`config.mk`:
```
export PLATFORM = sky130hd
export DESIGN_NAME = hangman_draw_scheduler
export DESIGN_NICKNAME = d
export VERILOG_FILES = /design/src/rtl/hangman_vga_pkg.sv /design/src/rtl/hangman_draw_scheduler_raster_counter.sv /design/src/rtl/hangman_draw_scheduler.sv
export SDC_FILE = /design/constraint.sdc
export NUM_CORES = 1
export LEC_CHECK = 0
export CAP_MARGIN = 20
export CORE_UTILIZATION = 47
export CTS_CLUSTER_DIAMETER = 100
export DETAILED_ROUTE_END_ITERATION = 7
export GPL_TIMING_DRIVEN = 0
export PLACE_DENSITY = 0.77
export SETUP_SLACK_MARGIN = 0.5
export SLEW_MARGIN = 5
export SYNTH_ARGS = -nofsm -noshare
export SYNTH_HDL_FRONTEND = slang
export SYNTH_SLANG_ARGS = --single-unit
```
`constraint.sdc`:
```
create_clock -name clk -period 3.3 [get_ports clk]
set_clock_uncertainty 0.15 [all_clocks]
set_input_delay 0.495 -clock clk [delete_from_list [all_inputs] [get_ports clk]]
set_output_delay 0.495 -clock clk [all_outputs]
set_load 0.01 [all_outputs]
```
`src/rtl/hangman_vga_pkg.sv`:
```
// Shared types and constants for the hangman VGA draw path.
package hangman_vga_pkg;

  // Draw scheduler states.
  typedef enum logic [2:0] {
    StIdle,
    StClr,
    StGfetch,
    StGwait,
    StGdraw,
    StRect
  } state_e;

  localparam int unsigned XMAX_DEFAULT      = 320;
  localparam int unsigned YMAX_DEFAULT      = 240;
  localparam logic [2:0]  BG_COLOUR_DEFAULT = 3'b000;

  localparam logic [4:0]  GLYPH_DASH = 5'd27;
  localparam int unsigned GLYPH_DIM  = 8;

  localparam logic [2:0] COLOUR_BLACK   = 3'b000;
  localparam logic [2:0] COLOUR_BLUE    = 3'b001;
  localparam logic [2:0] COLOUR_GREEN   = 3'b010;
  localparam logic [2:0] COLOUR_CYAN    = 3'b011;
  localparam logic [2:0] COLOUR_RED     = 3'b100;
  localparam logic [2:0] COLOUR_MAGENTA = 3'b101;
  localparam logic [2:0] COLOUR_YELLOW  = 3'b110;
  localparam logic [2:0] COLOUR_WHITE   = 3'b111;

endpackage

```
`src/rtl/hangman_draw_scheduler_raster_counter.sv`:
```
// 2-D raster counter: col is the inner (fast) index, row the outer one.
// A start loads the extents and restarts at (0,0); an empty extent never goes valid.
module raster_counter (
  input  logic       clk_i,
  input  logic       rst_ni,
  input  logic       start_i,
  input  logic [8:0] width_i,
  input  logic [7:0] height_i,
  output logic [8:0] col_o,
  output logic [7:0] row_o,
  output logic       valid_o,
  output logic       last_o
);

  logic [8:0] col_q, col_d, w_q, w_d;
  logic [7:0] row_q, row_d, h_q, h_d;
  logic       valid_q, valid_d;
  logic       col_end, row_end;

  // Next position: advance every cycle while valid, drop valid after the last point.
  always_comb begin
    col_end = (col_q == w_q - 9'd1);
    row_end = (row_q == h_q - 8'd1);
    last_o  = valid_q && col_end && row_end;
    col_d   = col_q;
    row_d   = row_q;
    w_d     = w_q;
    h_d     = h_q;
    valid_d = valid_q;
    if (start_i) begin
      col_d   = '0;
      row_d   = '0;
      w_d     = width_i;
      h_d     = height_i;
      valid_d = (width_i != 9'd0) && (height_i != 8'd0);
    end else if (valid_q) begin
      if (col_end) begin
        col_d = '0;
        if (row_end) begin
          valid_d = 1'b0;
        end else begin
          row_d = row_q + 8'd1;
        end
      end else begin
        col_d = col_q + 9'd1;
      end
    end
  end

  // Counter state registers.
  always_ff @(posedge clk_i or negedge rst_ni) begin
    if (!rst_ni) begin
      col_q   <= '0;
      row_q   <= '0;
      w_q     <= '0;
      h_q     <= '0;
      valid_q <= 1'b0;
    end else begin
      col_q   <= col_d;
      row_q   <= row_d;
      w_q     <= w_d;
      h_q     <= h_d;
      valid_q <= valid_d;
    end
  end

  assign col_o   = col_q;
  assign row_o   = row_q;
  assign valid_o = valid_q;

endmodule

```
`src/rtl/hangman_draw_scheduler.sv`:
```
// Draw-command scheduler: arbitrates clear / glyph / rectangle requests and
// rasterises the winner one pixel per clock into the frame-buffer write port.
module hangman_draw_scheduler
  import hangman_vga_pkg::*;
#(
  parameter int unsigned XMAX      = XMAX_DEFAULT,
  parameter int unsigned YMAX      = YMAX_DEFAULT,
  parameter logic [2:0]  BG_COLOUR = BG_COLOUR_DEFAULT
) (
  input  logic        clk,
  input  logic        resetn,
  input  logic        clr_req,
  input  logic [2:0]  clr_colour,
  input  logic        glyph_req,
  input  logic [4:0]  glyph_code,
  input  logic [8:0]  glyph_x,
  input  logic [7:0]  glyph_y,
  input  logic [2:0]  glyph_colour,
  input  logic        glyph_show,
  input  logic        rect_req,
  input  logic [8:0]  rect_x0,
  input  logic [7:0]  rect_y0,
  input  logic [5:0]  rect_w,
  input  logic [5:0]  rect_h,
  input  logic [2:0]  rect_colour,
  output logic        clr_done,
  output logic        glyph_done,
  output logic        rect_done,
  output logic        busy,
  output logic [4:0]  rom_addr,
  input  logic [63:0] rom_q,
  output logic [8:0]  vga_x,
  output logic [7:0]  vga_y,
  output logic [2:0]  vga_colour,
  output logic        vga_plot
);

  localparam logic [8:0] XMaxCnt = 9'(XMAX);
  localparam logic [7:0] YMaxCnt = 8'(YMAX);
  localparam logic [9:0] XMaxW   = 10'(XMAX);
  localparam logic [9:0] YMaxW   = 10'(YMAX);

  state_e      state_q, state_d;
  logic [8:0]  base_x_q, base_x_d;
  logic [7:0]  base_y_q, base_y_d;
  logic [2:0]  colour_q, colour_d;
  logic        show_q, show_d;
  logic [63:0] bits_q, bits_d;
  logic [4:0]  rom_addr_q, rom_addr_d;
  logic [8:0]  vga_x_q, vga_x_d;
  logic [7:0]  vga_y_q, vga_y_d;
  logic [2:0]  vga_colour_q, vga_colour_d;
  logic        vga_plot_q, vga_plot_d;
  logic        clr_done_q, clr_done_d;
  logic        glyph_done_q, glyph_done_d;
  logic        rect_done_q, rect_done_d;

  logic        cnt_start;
  logic [8:0]  cnt_w;
  logic [7:0]  cnt_h;
  logic [8:0]  cnt_col;
  logic [7:0]  cnt_row;
  logic        cnt_valid;
  logic        cnt_last;
  logic        unused_cnt_last;

  logic [9:0]  px_x, px_y;
  logic [2:0]  pix_colour;
  logic        in_bounds;
  logic        any_done;

  raster_counter u_raster (
    .clk_i   (clk),
    .rst_ni  (resetn),
    .start_i (cnt_start),
    .width_i (cnt_w),
    .height_i(cnt_h),
    .col_o   (cnt_col),
    .row_o   (cnt_row),
    .valid_o (cnt_valid),
    .last_o  (cnt_last)
  );

  // End of scan is taken from valid dropping, which also covers empty rectangles.
  assign unused_cnt_last = cnt_last;
  assign any_done        = clr_done_q | glyph_done_q | rect_done_q;

  // Current pixel: glyphs scan column-major (bit index {col,row}), so the counter's
  // fast index is the glyph row. Sums are 10 bits so off-screen pixels never wrap.
  always_comb begin
    if (state_q == StGdraw) begin
      px_x       = {1'b0, base_x_q} + {7'b0, cnt_row[2:0]};
      px_y       = {2'b0, base_y_q} + {7'b0, cnt_col[2:0]};
      pix_colour = (show_q && bits_q[{cnt_row[2:0], cnt_col[2:0]}]) ? colour_q : BG_COLOUR;
    end else begin
      px_x       = {1'b0, base_x_q} + {1'b0, cnt_col};
      px_y       = {2'b0, base_y_q} + {2'b0, cnt_row};
      pix_colour = colour_q;
    end
    in_bounds = (px_x < XMaxW) && (px_y < YMaxW);
  end

  // Arbitration, next state and registered pixel outputs.
  always_comb begin
    state_d      = state_q;
    base_x_d     = base_x_q;
    base_y_d     = base_y_q;
    colour_d     = colour_q;
    show_d       = show_q;
    bits_d       = bits_q;
    rom_addr_d   = rom_addr_q;
    vga_x_d      = vga_x_q;
    vga_y_d      = vga_y_q;
    vga_colour_d = vga_colour_q;
    vga_plot_d   = 1'b0;
    clr_done_d   = 1'b0;
    glyph_done_d = 1'b0;
    rect_done_d  = 1'b0;
    cnt_start    = 1'b0;
    cnt_w        = XMaxCnt;
    cnt_h        = YMaxCnt;

    case (state_q)
      StIdle: begin
        // A done pulse in flight means its requester has not yet dropped req.
        if (!any_done) begin
          if (clr_req) begin
            base_x_d  = '0;
            base_y_d  = '0;
            colour_d  = clr_colour;
            cnt_start = 1'b1;
            state_d   = StClr;
          end else if (glyph_req) begin
            base_x_d   = glyph_x;
            base_y_d   = glyph_y;
            colour_d   = glyph_colour;
            show_d     = glyph_show;
            rom_addr_d = glyph_code;
            state_d    = StGfetch;
          end else if (rect_req) begin
            base_x_d  = rect_x0;
            base_y_d  = rect_y0;
            colour_d  = rect_colour;
            cnt_w     = {3'b0, rect_w};
            cnt_h     = {2'b0, rect_h};
            cnt_start = 1'b1;
            state_d   = StRect;
          end
        end
      end
      StGfetch: state_d = StGwait;
      StGwait: begin
        bits_d    = rom_q;
        cnt_w     = 9'(GLYPH_DIM);
        cnt_h     = 8'(GLYPH_DIM);
        cnt_start = 1'b1;
        state_d   = StGdraw;
      end
      StClr, StGdraw, StRect: begin
        if (cnt_valid) begin
          vga_x_d      = px_x[8:0];
          vga_y_d      = px_y[7:0];
          vga_colour_d = pix_colour;
          vga_plot_d   = in_bounds;
        end else begin
          state_d      = StIdle;
          clr_done_d   = (state_q == StClr);
          glyph_done_d = (state_q == StGdraw);
          rect_done_d  = (state_q == StRect);
        end
      end
      default: state_d = StIdle;
    endcase
  end

  // State and output registers; reset aborts any command without a done pulse.
  always_ff @(posedge clk or negedge resetn) begin
    if (!resetn) begin
      state_q      <= StIdle;
      base_x_q     <= '0;
      base_y_q     <= '0;
      colour_q     <= '0;
      show_q       <= 1'b0;
      bits_q       <= '0;
      rom_addr_q   <= '0;
      vga_x_q      <= '0;
      vga_y_q      <= '0;
      vga_colour_q <= '0;
      vga_plot_q   <= 1'b0;
      clr_done_q   <= 1'b0;
      glyph_done_q <= 1'b0;
      rect_done_q  <= 1'b0;
    end else begin
      state_q      <= state_d;
      base_x_q     <= base_x_d;
      base_y_q     <= base_y_d;
      colour_q     <= colour_d;
      show_q       <= show_d;
      bits_q       <= bits_d;
      rom_addr_q   <= rom_addr_d;
      vga_x_q      <= vga_x_d;
      vga_y_q      <= vga_y_d;
      vga_colour_q <= vga_colour_d;
      vga_plot_q   <= vga_plot_d;
      clr_done_q   <= clr_done_d;
      glyph_done_q <= glyph_done_d;
      rect_done_q  <= rect_done_d;
    end
  end

  assign busy       = (state_q != StIdle);
  assign rom_addr   = rom_addr_q;
  assign vga_x      = vga_x_q;
  assign vga_y      = vga_y_q;
  assign vga_colour = vga_colour_q;
  assign vga_plot   = vga_plot_q;
  assign clr_done   = clr_done_q;
  assign glyph_done = glyph_done_q;
  assign rect_done  = rect_done_q;

endmodule
```
=== Word level (Yosys, flattened, before mapping) ===
Index checks and enable logic that the tools add are counted.

* Shift operators: 0
* Order comparisons: 3
* Bitwise operators: 4
* $mul: 0
* Div/mod/pow operators: 0
* Equality and inequality tests: 11
* Mux-type cells: 55
* $add $sub $neg: 8
* Reduce and logical (&&, ||, !) cells: 16

{| class="wikitable"
|+ Operator list
! operator !! count
|-
| $mux W9 || 11
|-
| $mux W8 || 11
|-
| $mux W3 || 10
|-
| $pmux W9 S2 || 1
|-
| $mux W1 || 17
|-
| $pmux W8 S2 || 1
|-
| $pmux W3 S4 || 1
|-
| $add A9 B3 Y10 || 1
|-
| $add A9 B9 Y10 || 1
|-
| $lt A10 B8 Y1 const B || 1
|-
| $lt A10 B9 Y1 const B || 1
|-
| $mux W10 || 1
|-
| $add A8 B3 Y9 || 1
|-
| $add A8 B8 Y9 || 1
|-
| $add A9 B1 Y9 const B || 1
|-
| $eq A9 B9 Y1 || 1
|-
| $reduce_and A3 Y1 || 3
|-
| $reduce_bool A9 Y1 || 1
|-
| $sub A9 B1 Y9 const B || 1
|-
| $add A8 B1 Y8 const B || 1
|-
| $eq A8 B8 Y1 || 1
|-
| $reduce_bool A8 Y1 || 1
|-
| $sub A8 B1 Y8 const B || 1
|-
| $lt A6 B7 Y1 const B || 1
|-
| 16 further kinds || 26
|}

* Register bits after elaboration: 152
* Input port bits: 130
* Memories: 0
* Bits in latches: 0
* RAM bits: 0
* Bits in read-only memories: 0

=== Depth between registers and ports, before layout ===
* Depth in word-level cells: 8
* Depth in mapped cells: 14
* Depth with buffers taken out: 12

=== Modules after synthesis ===
A second synthesis with hierarchy kept.

* Cells, all modules: 882
* Area, all modules: 8416.8 um^2

{| class="wikitable"
|+ Modules (own cells, without submodules)
! module !! area an instance (um^2) !! seq. area each (um^2) !! times used !! cells an instance
|-
| hangman_draw_scheduler || 6180.9 || 2927.8 || 1 || 644
|-
| raster_counter || 2235.9 || 875.8 || 1 || 238
|}

=== Worst setup path before layout ===
OpenSTA, ideal clock, no wires.

* Path kind: flip-flop to flip-flop
* From: register state_q[2]
* To: register vga_plot_q (netlist: vga_plot)
* Buffers on the path: 2
* Path slack: -144 ps
* Data arrival time: 3173 ps
* Stages on the path, launching flop included: 15
* Cell sequence: dfrtp_1 -> clkbuf_1 -> nor3b_1 -> clkbuf_1 -> mux2_2 -> ha_1 -> inv_1 -> fa_1 -> nor2b_1 -> o31a_1 -> o21a_1 -> and4b_1 -> nor4_1 -> o211ai_1 -> and4_1

* Word-level cells in the longest chain between the ends: 6

{| class="wikitable"
|+ RTL lines
! item !! line !! text
|-
| start, declared || hangman_draw_scheduler.sv:43 || <nowiki>state_e state_q, state_d;</nowiki>
|-
| start signal, assigned || hangman_draw_scheduler.sv:179 || <nowiki>state_q <= StIdle;</nowiki>
|-
| start signal, assigned || hangman_draw_scheduler.sv:194 || <nowiki>state_q <= state_d;</nowiki>
|-
| $eq A3 B3 Y1 || hangman_draw_scheduler.sv:91, hangman_draw_scheduler.sv:123 ||
|-
| $mux W10 / $mux W9 (equally long branches) || hangman_draw_scheduler.sv:91 || <nowiki>if (state_q == StGdraw) begin</nowiki>
|-
| $lt A10 B9 Y1 / $lt A10 B8 Y1 (equally long branches) || hangman_draw_scheduler.sv:100 || <nowiki>in_bounds = (px_x < XMaxW) && (px_y < YMaxW);</nowiki>
|-
| $logic_and A1 B1 Y1 || hangman_draw_scheduler.sv:100 ||
|-
| $mux W1 || hangman_draw_scheduler.sv:160 || <nowiki>if (cnt_valid) begin</nowiki>
|-
| $mux W1 (*) || hangman_draw_scheduler.sv:123 || <nowiki>case (state_q)</nowiki>
|-
| net vga_plot_d || hangman_draw_scheduler.sv:53 || <nowiki>logic vga_plot_q, vga_plot_d;</nowiki>
|-
| end signal, assigned || hangman_draw_scheduler.sv:204 || <nowiki>vga_plot_q <= vga_plot_d;</nowiki>
|-
| end, declared || hangman_draw_scheduler.sv:53 ||
|}

Mark *: on every way through the listed nets, which the timed path passes. The rest lies on a longest branch.
A chain may end at the register's enable or synchronous reset.

=== Worst setup path after layout ===
* From: register state_q[0]
* To: register vga_plot_q (netlist: vga_plot)

Same word-level chain as after synthesis.

==> impl_results.md <==
* WL met3 at between 1000 and 1500 µm
* Final setup fails at 0
* DR pass1 iterations at 5
* CORE AREA at 0.01658 mm²
* Critical path endpoint category: flip-flop
* ANT nets after route at 0
* Crit share post-route at a little over nine tenths
* Worst setup SP type: flip-flop
* Starting DRT DRC Count at 404
* Critical path required time at about 3.5 ns
* ANT cells at 0
* Seq/Total Area, Yosys at 46.42%
* Sequential power share at 45.5%
* Proportion of synthesized area in mux cells at 20.11%
* Port Buffers at 158
* Status: finished clean
* Horiz. Die Dim at about 130 µm
* Post-Synthesis Mean Instance Area at 11.36 µm²
* Max Cap Viol at 0
* WS Path Type: reg2reg
* Post-synth EDFFs at 0
* Clk pwr share at a little under half
* Power per cell area at 364.8 mW/mm²
* H-Tree Depth at 4
* Grt total ovfl at 0
* Die height at 132.3 µm
* Worst Tran Pin Value at 0.7531 ns
* Placed Cells at approximately 1100
* Sink Count at between 100 and 150
* Synth Area in Compound Gates at 11.79%
* Cell taking the most area after synthesis: dfrtp_1
* Detailed Place HPWL at around 14000 µm
* Data arrival, critical path at 3.38 ns
* Crit Path Max Fanout at 6
* Yosys top cell area share at 46.42%
* Initial Util at about half
* Xor/xnor share of the synthesized area at 3.184%
* Worst-path clk slew at 0.06 ns
* Leak at around 4.8 nW
* Antenna violations before repair at 0
* First-pass GRT wire length at 33040 µm
* Hold_ws at 0.3344 ns
* Simple-gate portion of the synthesized area at between 10% and 20%
* Worst hold path class: reg2reg
* Vias/cell at ~5.6
* Gr usage total at 24.23%
* Gate power share at 7.3%
* Switch share at 23.38%
* Die area at 0.01750 mm²
* Slew Viols, Final at 0
* Row Count at 47
* Post-synthesis adder-cell area fraction at under 10%
* Register bit total from synthesis at roughly 150
* Switching Power at 0.9631 mW
* Nets at 1084
* Largest net degree at the start of global routing at 83
* Routability congestion estimate at 0.8545
* Cell Int Power at 3.157 mW
* Highest metal used: met4
* Maximum clock rate at 310.9 MHz
* WL met2 at 10500 µm
* RSZ-0062 raised after global routing: true
* Syn nets at approximately 860
* PnR worst setup slack at 0.08303 ns
* WL final at 20850 µm
* CTS Buf Count at 17
* Fill cells at 1223
* Tmin final at 3.217 ns
* Synth cell count leaders: dfrtp_1, mux2_2, nand2_1, clkbuf_1, o21ai_0
* Top_reg_cell synth: dfrtp_1
* WL/cell at between 15 and 20 µm
* FFs w/ async S/R, synth at 100.0%
* Area Growth Syn to Fin at 41.58%
* Most common cell in the netlist: dfrtp_1
* Synth warnings at 0
* Clock Tree Buf Depth at 2
* CTS tree: yes
* Worst vdd rail ir drop at 434.3 µV
* Later-pin clock latency in the skew report at between 0.4 and 0.5 ns
* Root Buffer: clkbuf_16
* I/O pin cnt at 160
* Largest family of logic cells by synthesized area: multiplexers
* Place WS at -0.3556 ns
* Largest cells by area after synthesis: dfrtp_1, mux2_2, mux4_2
* Final cell count without fillers at ~1200
* Ratio of cells with drive above 1 in the final layout at 28.71%
* Vias in the first global route at 6649
* Synthesized instance count at 702
* Synth unique cells at 64
* DRC Markers at 0
* Count of final hold-check violations at 0
* DR vias at ~6600
* Metal-1 WL at 8510 µm
* Post-Syn Area at ~0.0080 mm²
* Slew HR at 49.45%
==> power groups by stage <==
stage / logic [mW] / clock network [mW] / registers (mW)
4_1_cts: 0.306 / 1.97 / 1.87
6_report: 0.302 / 1.94 / 1.87
5_1_grt: 0.328 / 2.05 / 1.88
2_1_floorplan: 0.0883 / 0 / 1.90
3_3_place_gp: 0.294 / 0 / 1.91
3_5_place_dp: 0.303 / 0 / 1.91
==> kinds of logic after synthesis <==
group                    count (synthesis)
AND/OR/NAND/NOR                        172
flip-flops                             148
AO/OA/AOI/OAI                          142
multiplexers                           126
buffers and inverters                   62
XOR/XNOR                                29
adder cells (fa/ha/maj)                 23
==> layer usage <==
metal | global-route usage, % | vias to the layer above
li1 | - | 3051
met1 | 29.79 | 3259
met2 | 41.01 | 215
met3 | 5.613 | 47
met4 | 10.34 | 0
met5 | 0 | -
==> layout by cell type (no fill, tap or decap), types with 6 or more instances in the layout <==
cell               n
ha_1              15
nand3_1            6
a22o_1             9
o21ai_1            8
clkdlybuf4s50_1  157
xor2_1            17
clkbuf_16         19
and3_1             6
ha_4               6
clkbuf_1          23
a21oi_1           23
o21ai_0           26
mux4_2            19
a31oi_1            6
o31ai_1           25
nor3_1            10
mux2_2            81
nand2_1           54
nor2_1            22
buf_4             48
a21oi_2            8
xnor2_1           10
mux2i_1           21
nor2b_1           15
inv_1             15
dfrtp_1          144
a21o_1             6
clkbuf_2           6
==> final cells by class <==
cell class	count	area, µm²	share of cell area [%]
plain buffers	45	291.5	2.581
clock buffers	19	452.9	4.010
clock inverters	13	136.4	1.207
inverters	17	63.81	0.5650
multi-input cells	492	4319	38.24
flip-flops and latches	148	3709	32.83
well taps	220	275.3	2.437
repair buffers	210	2047	18.12
==> what timing repair did <==
action / 4_1_cts / 5_1_grt
pin swaps: 24 / 20
gates cloned: 0 / 2
hold buffers: 1 / 0
setup endpoints to repair: 33 / 48
endpoints found under the hold margin: 66 / 0
buffers inserted: 34 / 14
resized for setup: 50 / 48
==> registers in the layout, indices dropped and copies added (netlist names), 3 cells and up <==
signal          count
bits_q             64
base_x_q            9
u_raster.col_o      9
vga_x               9
base_y_q            8
u_raster.row_o      8
vga_y               8
u_raster.h_q        7
u_raster.w_q        6
rom_addr            5
colour_q            3
state_q             3
vga_colour          3
==> worst paths after layout <==
kind	depth (start not counted)	slack (ns)	start	endpoint
setup reg to reg	14	0.08	state_q[0]	vga_plot
hold / removal	2	0.33	vga_x[7]	vga_x[7]
max in group asynchronous	3	1.71	resetn	u_raster.col_o[0]
min in group asynchronous	2	0.47	resetn	rom_addr[1]
hold reg to reg	2	0.33	vga_x[7]	vga_x[7]
setup / recovery	14	0.08	state_q[0]	vga_plot
==> critical path: stages, from the launching register on <==
cell and delay, ns:
dfrtp_1 0.37, clkbuf_8 0.14, nor3b_4 0.25, clkbuf_8 0.20, mux2_4 0.31, ha_4 0.17
inv_2 0.05, fa_2 0.22, nor2b_2 0.05, o31a_1 0.27, o21a_2 0.24, and4b_1 0.19
nor4_2 0.20, o211ai_1 0.12, and4_1 0.17
==> stage by stage <==
step	setup TNS (ns)	util (%)	area, µm²	power [mW]
finish	0	68.11	11290	4.120
global route	-0.03159	68.11	11290	4.259
CTS	0	66.30	10990	4.146
detailed placement	-1.872	59.89	9932	2.210
global placement	-650.77	59.72	9903	2.200
floorplan	0	-	8046	1.988
Power figures use the tool's default switching activity.
